==> src/rtl/itp_play_ctrl.sv <==
// itp_play_ctrl: slow-motion playback sequencer.
// Fetches consecutive signed samples from the memory reader and emits one
// output per accepted DAC tick, N = i_speed+1 outputs per source pair.
// Build option: define ITP_LINEAR_EN for linear interpolation between the
// pair (sequential floor divide-by-N); without it the engine does a
// zero-order hold (every output of a segment equals the first sample).
module itp_play_ctrl #(
    parameter int ADDR_W = 20,
    parameter int DATA_W = 16
) (
    input  logic              i_clk,
    input  logic              i_rst,
    input  logic              i_start,
    input  logic              i_stop,
    input  logic              i_pause,
    input  logic [2:0]        i_speed,
    input  logic [ADDR_W-1:0] i_end_addr,
    output logic              o_req,
    output logic [ADDR_W-1:0] o_addr,
    input  logic              i_ack,
    input  logic [DATA_W-1:0] i_sample,
    input  logic              i_dac_tick,
    output logic [DATA_W-1:0] o_data,
    output logic              o_valid,
    output logic              o_busy,
    output logic              o_done,
    output logic              o_underrun
);

    // Weighted sum prev*(N-k) + next*k needs DATA_W+3 magnitude bits plus sign.
    localparam int ACC_W = DATA_W + 4;

    typedef enum logic [2:0] {
        S_IDLE,
        S_FETCH0,
        S_FETCH,
        S_CALC,
        S_READY,
        S_LAST
    } state_t;

    state_t            r_state;
    state_t            w_state_next;

    // One extra address bit so "fetched past end_addr" is still detected
    // when end_addr is the top of the address space.
    logic [ADDR_W:0]   r_addr;
    logic [ADDR_W-1:0] r_end;
    logic [3:0]        r_n;        // outputs per segment, 1..8
    logic [3:0]        r_k;        // output index inside the segment
    logic [DATA_W-1:0] r_prev;
    logic [DATA_W-1:0] r_next;
    logic [DATA_W-1:0] r_pending;
    logic [DATA_W-1:0] r_data;
    logic              r_valid;
    logic              r_done;
    logic              r_underrun;

    logic              w_tick_acc;
    logic              w_tick_miss;
    logic              w_seg_end;
    logic              w_past_end;
    logic              w_calc_done;
    logic [3:0]        w_n_new;
    logic [DATA_W-1:0] w_calc_result;

    assign w_n_new    = {1'b0, i_speed} + 4'd1;
    assign w_seg_end  = (r_k + 4'd1) == r_n;
    assign w_past_end = r_addr > {1'b0, r_end};

    assign o_addr     = r_addr[ADDR_W-1:0];
    assign o_data     = r_data;
    assign o_valid    = r_valid;
    assign o_done     = r_done;
    assign o_underrun = r_underrun;

`ifdef ITP_LINEAR_EN
    // Divider runs: 1 load cycle, ACC_W shift/subtract steps, 1 result cycle.
    localparam int CNT_W = 5;
    localparam logic [CNT_W-1:0] CNT_LAST = CNT_W'(ACC_W + 1);

    logic [CNT_W-1:0]        r_cnt;
    logic [ACC_W-1:0]        r_quo;
    logic [3:0]              r_rem;
    logic                    r_neg;

    logic [3:0]              w_nmk;
    logic signed [ACC_W-1:0] w_prev_x;
    logic signed [ACC_W-1:0] w_next_x;
    logic signed [ACC_W-1:0] w_nmk_x;
    logic signed [ACC_W-1:0] w_k_x;
    logic signed [ACC_W-1:0] w_sum;
    logic [ACC_W-1:0]        w_mag;
    logic [4:0]              w_trial;
    logic                    w_qbit;
    logic [3:0]              w_rem_next;
    logic [ACC_W-1:0]        w_quo_adj;

    assign w_nmk    = r_n - r_k;
    assign w_prev_x = {{(ACC_W-DATA_W){r_prev[DATA_W-1]}}, r_prev};
    assign w_next_x = {{(ACC_W-DATA_W){r_next[DATA_W-1]}}, r_next};
    assign w_nmk_x  = {{(ACC_W-4){1'b0}}, w_nmk};
    assign w_k_x    = {{(ACC_W-4){1'b0}}, r_k};
    assign w_sum    = (w_prev_x * w_nmk_x) + (w_next_x * w_k_x);
    assign w_mag    = w_sum[ACC_W-1] ? -w_sum : w_sum;

    // Restoring division of |W| by N; remainder stays below N (<= 8).
    assign w_trial    = {r_rem, r_quo[ACC_W-1]};
    assign w_qbit     = w_trial >= {1'b0, r_n};
    assign w_rem_next = w_qbit ? 4'(w_trial - {1'b0, r_n}) : w_trial[3:0];

    // Floor for negative sums: -(|W| div N) - 1 when the division is inexact.
    assign w_quo_adj     = r_quo + ACC_W'(r_rem != 4'd0);
    assign w_calc_result = r_neg ? DATA_W'(~w_quo_adj + 1'b1) : DATA_W'(r_quo);
    assign w_calc_done   = (r_cnt == CNT_LAST);

    // Sequential signed floor divide, restarted on every CALC entry.
    always_ff @(posedge i_clk or posedge i_rst) begin
        if (i_rst) begin
            r_cnt <= '0;
            r_quo <= '0;
            r_rem <= '0;
            r_neg <= 1'b0;
        end else if (i_stop || r_state != S_CALC) begin
            r_cnt <= '0;
        end else if (r_cnt == '0) begin
            r_quo <= w_mag;
            r_rem <= 4'd0;
            r_neg <= w_sum[ACC_W-1];
            r_cnt <= CNT_W'(1);
        end else if (!w_calc_done) begin
            r_quo <= {r_quo[ACC_W-2:0], w_qbit};
            r_rem <= w_rem_next;
            r_cnt <= r_cnt + CNT_W'(1);
        end else begin
            r_cnt <= '0;
        end
    end
`else
    // Zero-order hold: every output of a segment is the segment's first sample.
    assign w_calc_done   = 1'b1;
    assign w_calc_result = r_prev;
`endif

    // State register.
    always_ff @(posedge i_clk or posedge i_rst) begin
        if (i_rst) begin
            r_state <= S_IDLE;
        end else begin
            r_state <= w_state_next;
        end
    end

    // Next-state decode, fetch request and tick classification.
    always_comb begin
        w_state_next = r_state;
        w_tick_acc   = 1'b0;
        w_tick_miss  = 1'b0;
        o_req        = 1'b0;
        o_busy       = (r_state != S_IDLE);
        case (r_state)
            S_IDLE: begin
                if (i_start) begin
                    w_state_next = S_FETCH0;
                end
            end
            S_FETCH0: begin
                o_req       = 1'b1;
                w_tick_miss = i_dac_tick && !i_pause;
                if (i_ack) begin
                    w_state_next = (r_end == '0) ? S_CALC : S_FETCH;
                end
            end
            S_FETCH: begin
                o_req       = 1'b1;
                w_tick_miss = i_dac_tick && !i_pause;
                if (i_ack) begin
                    w_state_next = S_CALC;
                end
            end
            S_CALC: begin
                w_tick_miss = i_dac_tick && !i_pause;
                if (w_calc_done) begin
                    w_state_next = S_READY;
                end
            end
            S_READY: begin
                w_tick_acc = i_dac_tick && !i_pause;
                if (w_tick_acc) begin
                    if (w_seg_end) begin
                        w_state_next = w_past_end ? S_LAST : S_FETCH;
                    end else begin
                        w_state_next = S_CALC;
                    end
                end
            end
            S_LAST: begin
                w_tick_acc = i_dac_tick && !i_pause;
                if (w_tick_acc) begin
                    w_state_next = S_IDLE;
                end
            end
            default: begin
                w_state_next = S_IDLE;
            end
        endcase
        // Stop wins over any tick or ack in the same cycle.
        if (i_stop) begin
            w_state_next = S_IDLE;
            w_tick_acc   = 1'b0;
            w_tick_miss  = 1'b0;
        end
    end

    // Sample pipeline, segment counters and output registers.
    always_ff @(posedge i_clk or posedge i_rst) begin
        if (i_rst) begin
            r_addr     <= '0;
            r_end      <= '0;
            r_n        <= 4'd0;
            r_k        <= 4'd0;
            r_prev     <= '0;
            r_next     <= '0;
            r_pending  <= '0;
            r_data     <= '0;
            r_valid    <= 1'b0;
            r_done     <= 1'b0;
            r_underrun <= 1'b0;
        end else begin
            r_valid <= 1'b0;
            r_done  <= 1'b0;
            if (i_stop) begin
                r_data <= '0;
                r_addr <= '0;
                r_k    <= 4'd0;
            end else begin
                if (w_tick_miss) begin
                    r_underrun <= 1'b1;
                end
                case (r_state)
                    S_IDLE: begin
                        if (i_start) begin
                            r_end      <= i_end_addr;
                            r_addr     <= '0;
                            r_k        <= 4'd0;
                            r_underrun <= 1'b0;
                        end
                    end
                    S_FETCH0: begin
                        if (i_ack) begin
                            r_prev <= i_sample;
                            r_addr <= r_addr + 1'b1;
                            // Single-sample playback: flat segment from that sample.
                            if (r_end == '0) begin
                                r_next <= i_sample;
                                r_n    <= w_n_new;
                            end
                        end
                    end
                    S_FETCH: begin
                        if (i_ack) begin
                            r_next <= i_sample;
                            r_addr <= r_addr + 1'b1;
                            // k is 0 here, so the speed code is sampled per segment.
                            r_n    <= w_n_new;
                        end
                    end
                    S_CALC: begin
                        if (w_calc_done) begin
                            r_pending <= w_calc_result;
                        end
                    end
                    S_READY: begin
                        if (w_tick_acc) begin
                            r_data  <= r_pending;
                            r_valid <= 1'b1;
                            if (w_seg_end) begin
                                r_k       <= 4'd0;
                                r_prev    <= r_next;
                                // Used directly by LAST; overwritten by CALC otherwise.
                                r_pending <= r_next;
                            end else begin
                                r_k <= r_k + 4'd1;
                            end
                        end
                    end
                    S_LAST: begin
                        if (w_tick_acc) begin
                            r_data  <= r_pending;
                            r_valid <= 1'b1;
                            r_done  <= 1'b1;
                        end
                    end
                    default: begin
                    end
                endcase
            end
        end
    end

endmodule
==> config.mk <==
export PLATFORM = sky130hd
export DESIGN_NAME = itp_play_ctrl
export DESIGN_NICKNAME = d
export VERILOG_FILES = /design/src/rtl/itp_play_ctrl.sv
export SDC_FILE = /design/constraint.sdc
export NUM_CORES = 1
export LEC_CHECK = 0
export ABC_CLOCK_PERIOD_IN_PS = 4500
export BUFFER_PORTS_ARGS = -buffer_cell sky130_fd_sc_hd__buf_2
export CORE_AREA = 3 3 108 110
export CTS_CLUSTER_DIAMETER = 100
export DETAILED_ROUTE_END_ITERATION = 7
export DIE_AREA = 0 0 111 113
export PLACE_DENSITY = 0.79
export RECOVER_POWER = 100
export SYNTH_ARGS = -nofsm -noshare
export SYNTH_HDL_FRONTEND = slang
export SYNTH_SLANG_ARGS = --single-unit
==> constraint.sdc <==
create_clock -name i_clk -period 4.5 [get_ports i_clk]
set_input_delay 0.9 -clock i_clk [delete_from_list [all_inputs] [get_ports i_clk]]
set_output_delay 0.9 -clock i_clk [all_outputs]
set_load 0.01 [all_outputs]
# --- Word level (Yosys, flattened, before mapping) ---
# Index checks and enable logic that the tools add are counted.
totals:
  reg_bits: 119
  elab_cells: 105
  out_inout_bits: 41
op_classes:
  n_eq_ne: 18
  n_addsub: 3
  mux: 47
  bitwise_logic: 1
  magnitude_cmp: 1
  reduce_logical: 23
op_table:
  columns: ["operator", "count"]
  rows:
  - ["16-bit two-way mux", 8]
  - ["16-bit one-hot mux with 2 select lines", 3]
  - ["21-bit two-way mux", 3]
  - ["21-bit one-hot mux with 2 select lines", 1]
  - ["4-bit two-way mux", 7]
  - ["3-bit two-way mux", 8]
  - ["21-bit by 1-bit adder with 21-bit output (second input constant)", 1]
  - ["21-bit by 20-bit > comparator with 1-bit output", 1]
  - ["20-bit zero test", 1]
  - ["3-bit != test (second input constant)", 6]
  - ["3-bit one-hot mux with 6 select lines", 1]
  - ["4-bit one-hot mux with 2 select lines", 2]
  - ["5-bit AND reduction", 3]
  - ["1-bit two-way mux", 14]
  - ["2-bit != test (second input constant)", 5]
  - ["2-bit nonzero test", 5]
  - ["3-bit AND reduction", 3]
  - ["3-bit nonzero test", 3]
  - ["3-bit by 2-bit equality test with 1-bit output (second input constant)", 2]
  - ["3-bit equality test (second input constant)", 2]
  - ["3-bit by 1-bit adder with 4-bit output (second input constant)", 1]
  - ["4-bit by 1-bit adder with 4-bit output (second input constant)", 1]
  - ["4-bit equality test", 1]
  - ["4-bit AND reduction", 1]
  - ["other kinds (9)", 10]

# --- Longest topological paths before layout ---
logic_depth:
  word_depth: 7
  ltp_mapped: 8
  depth_no_buf: 8

# --- Least setup slack after synthesis ---
# OpenSTA, ideal clock, no wires.
synth_timing:
  path_type: "flip-flop to flip-flop"
  start: "reg r_k[0]"
  end: "reg r_pending[0]"
  path_slack_ns: 2.080
  t_arrival_ns: 2.295
  stages_incl_launch_ff: 9
  required_time_ns: 4.375
  period_less_slack_ns: 2.420
  cell_sequence: "dfrtp_1 ha_1 xor2_1 a41oi_1 a211oi_2 nand3_1 a21oi_2 buf_6 mux2_2"
synth_between:
  elab_chain_len: 4
synth_lines:
  columns: ["item", "line", "text"]
  rows:
  - ["from (decl)", "50", "logic [3:0] r_k;"]
  - ["from (signal assigned)", "283", "r_k <= r_k + 4'd1;"]
  - ["4-bit by 1-bit adder with 4-bit output", "68", "assign w_seg_end = (r_k + 4'd1) == r_n;"]
  - ["4-bit equality test", "68", null]
  - ["2-bit != test (no source line)", null, null]
  - ["4-bit AND reduction (no source line)", null, null]
  - ["to (signal assigned)", "270", "r_pending <= w_calc_result;"]
  - ["to (signal assigned)", "281", "r_pending <= r_next;"]
  - ["to (decl)", "53", "logic [DATA_W-1:0] r_pending;"]
# Every way passes these cells.
# A chain may end at the register's enable or synchronous reset.

# --- Worst setup path after layout ---
layout_timing:
  start: "reg r_k[0]"
  end: "reg r_pending[7]"
# Same word-level chain as after synthesis.

==> impl_metrics.env <==
export IMPL_status="complete, but fails checks"
export IMPL_violations="max-capacitance violations, max-slew violations"
export IMPL_htreeDepth=4
export IMPL_hold_buffers=0
export IMPL_multi_input_area_um2=2818
export IMPL_fp_dieArea_um2=12540
export IMPL_wl_mm=14.11
export IMPL_seq_area_frac_synth_pct=48.39
export IMPL_vias=4783
export IMPL_reg2reg_to="r_pending[7]$_DFFE_PP0P_"
export IMPL_tightestPinTransition_ns=1.993
export IMPL_fmax_mhz=296.0
export IMPL_r2r_slack_ns=1.12
export IMPL_holdCritPathClass="reg -> reg"
export IMPL_fillers=841
export IMPL_routed_top_layer="met5"
export IMPL_holdPathStages=1
export IMPL_insertion_delay_ns=0.53
export IMPL_synth_fp_nets=689
export IMPL_cts_setup_buffers=0
export IMPL_power_total_w=0.003689
export IMPL_irDropWorstVdd_v=0.0002693
export IMPL_track_usage_pct=23.46
export IMPL_stdcell_count=838
export IMPL_first_pass_iters=5
export IMPL_place_gp_congestion=0.8815
export IMPL_slew_violations=18
export IMPL_cts_tree="yes"
export IMPL_synth_edf_count=0
export IMPL_grt_pass1_vias=4945
export IMPL_routed_wl_met3_um=885
export IMPL_ys_types=50
export IMPL_min_delay_start="r_prev[4]$_DFFE_PP0P_"
export IMPL_met2_length_mm=6.742
export IMPL_areaGrowthSynthToFinish_pct=14.07
export IMPL_holdPathEnd="r_prev[4]$_DFFE_PP0P_"
export IMPL_ios=87
export IMPL_drc=0
export IMPL_synthFlopType="dfrtp_1"
export IMPL_cts_root_buf="clkbuf_8"
export IMPL_avgSynthCellArea_um2=9.925
export IMPL_slew_headroom_pct=-33.89
export IMPL_yosysWarnings=0
export IMPL_port_buffers=86
export IMPL_crit_type="reg -> reg"
export IMPL_critPathRequiredTime_ns=4.90
export IMPL_grt_start_max_net_pins=92
export IMPL_nets=754
export IMPL_start_kind="flip-flop"
export IMPL_cp_max_fo=16
export IMPL_cts_max_path_buffers=2
export IMPL_ant_nets=0
export IMPL_p_per_area_nw_per_um2=525.6
export IMPL_clkTransAtPathRegs_ns=0.06
export IMPL_skew_ns=0.009038
export IMPL_setup_tns_ns=0
export IMPL_dp_hpwl_mm=9.428
export IMPL_start_util_pct=57.01
export IMPL_finalCritPeriodShare_pct=75.09
export IMPL_fp_row_count=38
export IMPL_diodes=0
export IMPL_numCtsBuffers=17
export IMPL_worstRegToRegCells=7
export IMPL_post_drt_wl_per_cell_um=16.84
export IMPL_postLayoutCoreUtil_pct=65.04
export IMPL_seqCellArea_um2=2978
export IMPL_vias_per_cell=5.708
export IMPL_coreArea_um2=10790
export IMPL_rsz0062_at_grt="false"
export IMPL_clock_sinks=119
export IMPL_wl_met1_mm=6.177
export IMPL_dp_cells=806
export IMPL_maxCapViolations=1
export IMPL_grt_pass1_wl_mm=23.71
export IMPL_drive_above_1_share_pct=21.20
export IMPL_cp_arrival_ns=3.78
export IMPL_syn_inst=620
export IMPL_cp_end_kind="flip-flop"
export IMPL_setup_viol=0
export IMPL_synth_seq_cells=119
export IMPL_post_cts_resized=0
export IMPL_rr_startpoint="r_k[0]$_DFFE_PP0P_"
export IMPL_min_period_ns=3.379
export IMPL_grt_overflow_total=0
export IMPL_die_w_um=111
export IMPL_grt_antenna_before_repair=2
export IMPL_async_flop_share_pct=100.0
export IMPL_die_h_um=113
export IMPL_drt_iter0_markers=302
export IMPL_cellLeakagePower_nw=3.310
export IMPL_hold_viol_final=0
export IMPL_syn_area_um2=6153
-- synth_stat cells (all sizes together), types with 2 or more instances --
master,n,area (um2)
nor3,10,55.05
clkbuf,18,67.56
nand3,17,97.60
nand4,7,43.79
a21o,3,22.52
o211ai,2,15.01
nand3b,2,15.01
nor2b,4,25.02
nand2,142,533.0
nor3b,2,15.01
ha,23,287.8
xor2,3,26.28
and4,3,26.28
mux2,71,799.5
nand2b,2,12.51
o21ai,22,110.1
xnor2,15,131.4
inv,26,97.59
or3,6,37.54
mux2i,2,20.02
nor4b,2,17.52
dfrtp,119,2978
a21oi,36,183.9
a22o,2,17.52
buf,25,187.7
nor2,25,96.35
nor4,10,62.56
a41oi,2,17.52
and3,5,36.28
-- area by class of cell --
class                      instances  share of cell area, %
sequential                       119                  42.42
multi-input combinational        432                  40.14
clock buffer                      24                  6.560
timing repair buffer              89                  5.561
tap                              140                  2.496
inverter                          26                  1.426
clock inverter                     8                  1.390
-- cell families after synthesis --
logic type / Yosys count / synth area share (%)
mux: 73 / 13.32
compound gates: 76 / 7.178
buf+inv: 69 / 5.734
fa+ha+maj: 23 / 4.677
xor+xnor: 18 / 2.562
simple gates: 242 / 18.14
flops: 119 / 48.39
-- state kept, by name, indices dropped and copies added (netlist names) --
signal      cells
o_data         16
r_state         3
o_done          1
r_prev         16
r_next         16
r_k             4
r_pending      16
o_valid         1
r_n             4
o_underrun      1
r_addr         21
r_end          20
-- where the power goes --
part / leakage (nW) / internal [W] / switching, W
Clock: 0.265 / 0.000813 / 0.000465
Sequential: 1.55 / 0.00138 / 0.000224
Combinational: 1.49 / 0.000408 / 0.000400
-- critical path: stages (launching register included) --
cell and delay (ns):
dfrtp_1 0.46, ha_1 0.26, xor2_1 0.27, a41oi_1 0.17
a211oi_1 0.63, nand3_1 0.22, a21oi_2 0.83, mux2_2 0.42
-- how the worst max path moves through the flow --
stage                        from  slack [ns]                       end
2_1_floorplan               i_rst        0.44     o_data[0]$_DFFE_PP0P_
3_3_place_gp               i_stop        1.50     r_next[7]$_DFFE_PP0P_
3_5_place_dp               i_stop        1.36     r_next[2]$_DFFE_PP0P_
4_1_cts        r_k[0]$_DFFE_PP0P_        1.39  r_pending[7]$_DFFE_PP0P_
5_1_grt        r_k[0]$_DFFE_PP0P_        0.90  r_pending[7]$_DFFE_PP0P_
6_report       r_k[0]$_DFFE_PP0P_        1.12  r_pending[7]$_DFFE_PP0P_
-- routing by layer --
metal,track usage (%),up-vias
met1,29.95,2313
li1,-,2248
met3,6.631,33
met4,8.785,4
met5,0,-
met2,38.39,185
-- cells in the final DEF (no fill, tap or decap), types with 16 or more instances in the layout --
cell | synthesis | final
o21ai_0 | 22 | 22
buf_2 | 3 | 42
nand2_1 | 142 | 142
dfrtp_1 | 119 | 119
a21oi_1 | 35 | 35
nand3_1 | 16 | 16
clkbuf_1 | 18 | 51
ha_1 | 23 | 23
clkbuf_16 | 0 | 16
inv_1 | 26 | 25
mux2_2 | 71 | 70
nor2_1 | 24 | 24
-- metrics by stage --
stage / area (um2) / hold WS (ns) / setup slack, ns
floorplan: 6153 / 0.4689 / 0.4425
global placement: 6534 / 0.4873 / 1.496
detailed placement: 6534 / 0.4936 / 1.357
CTS: 7092 / 0.5068 / 1.388
global route: 7019 / 0.5157 / 0.8982
finish: 7019 / 0.5056 / 1.121
(Power assumes the default switching activity.)
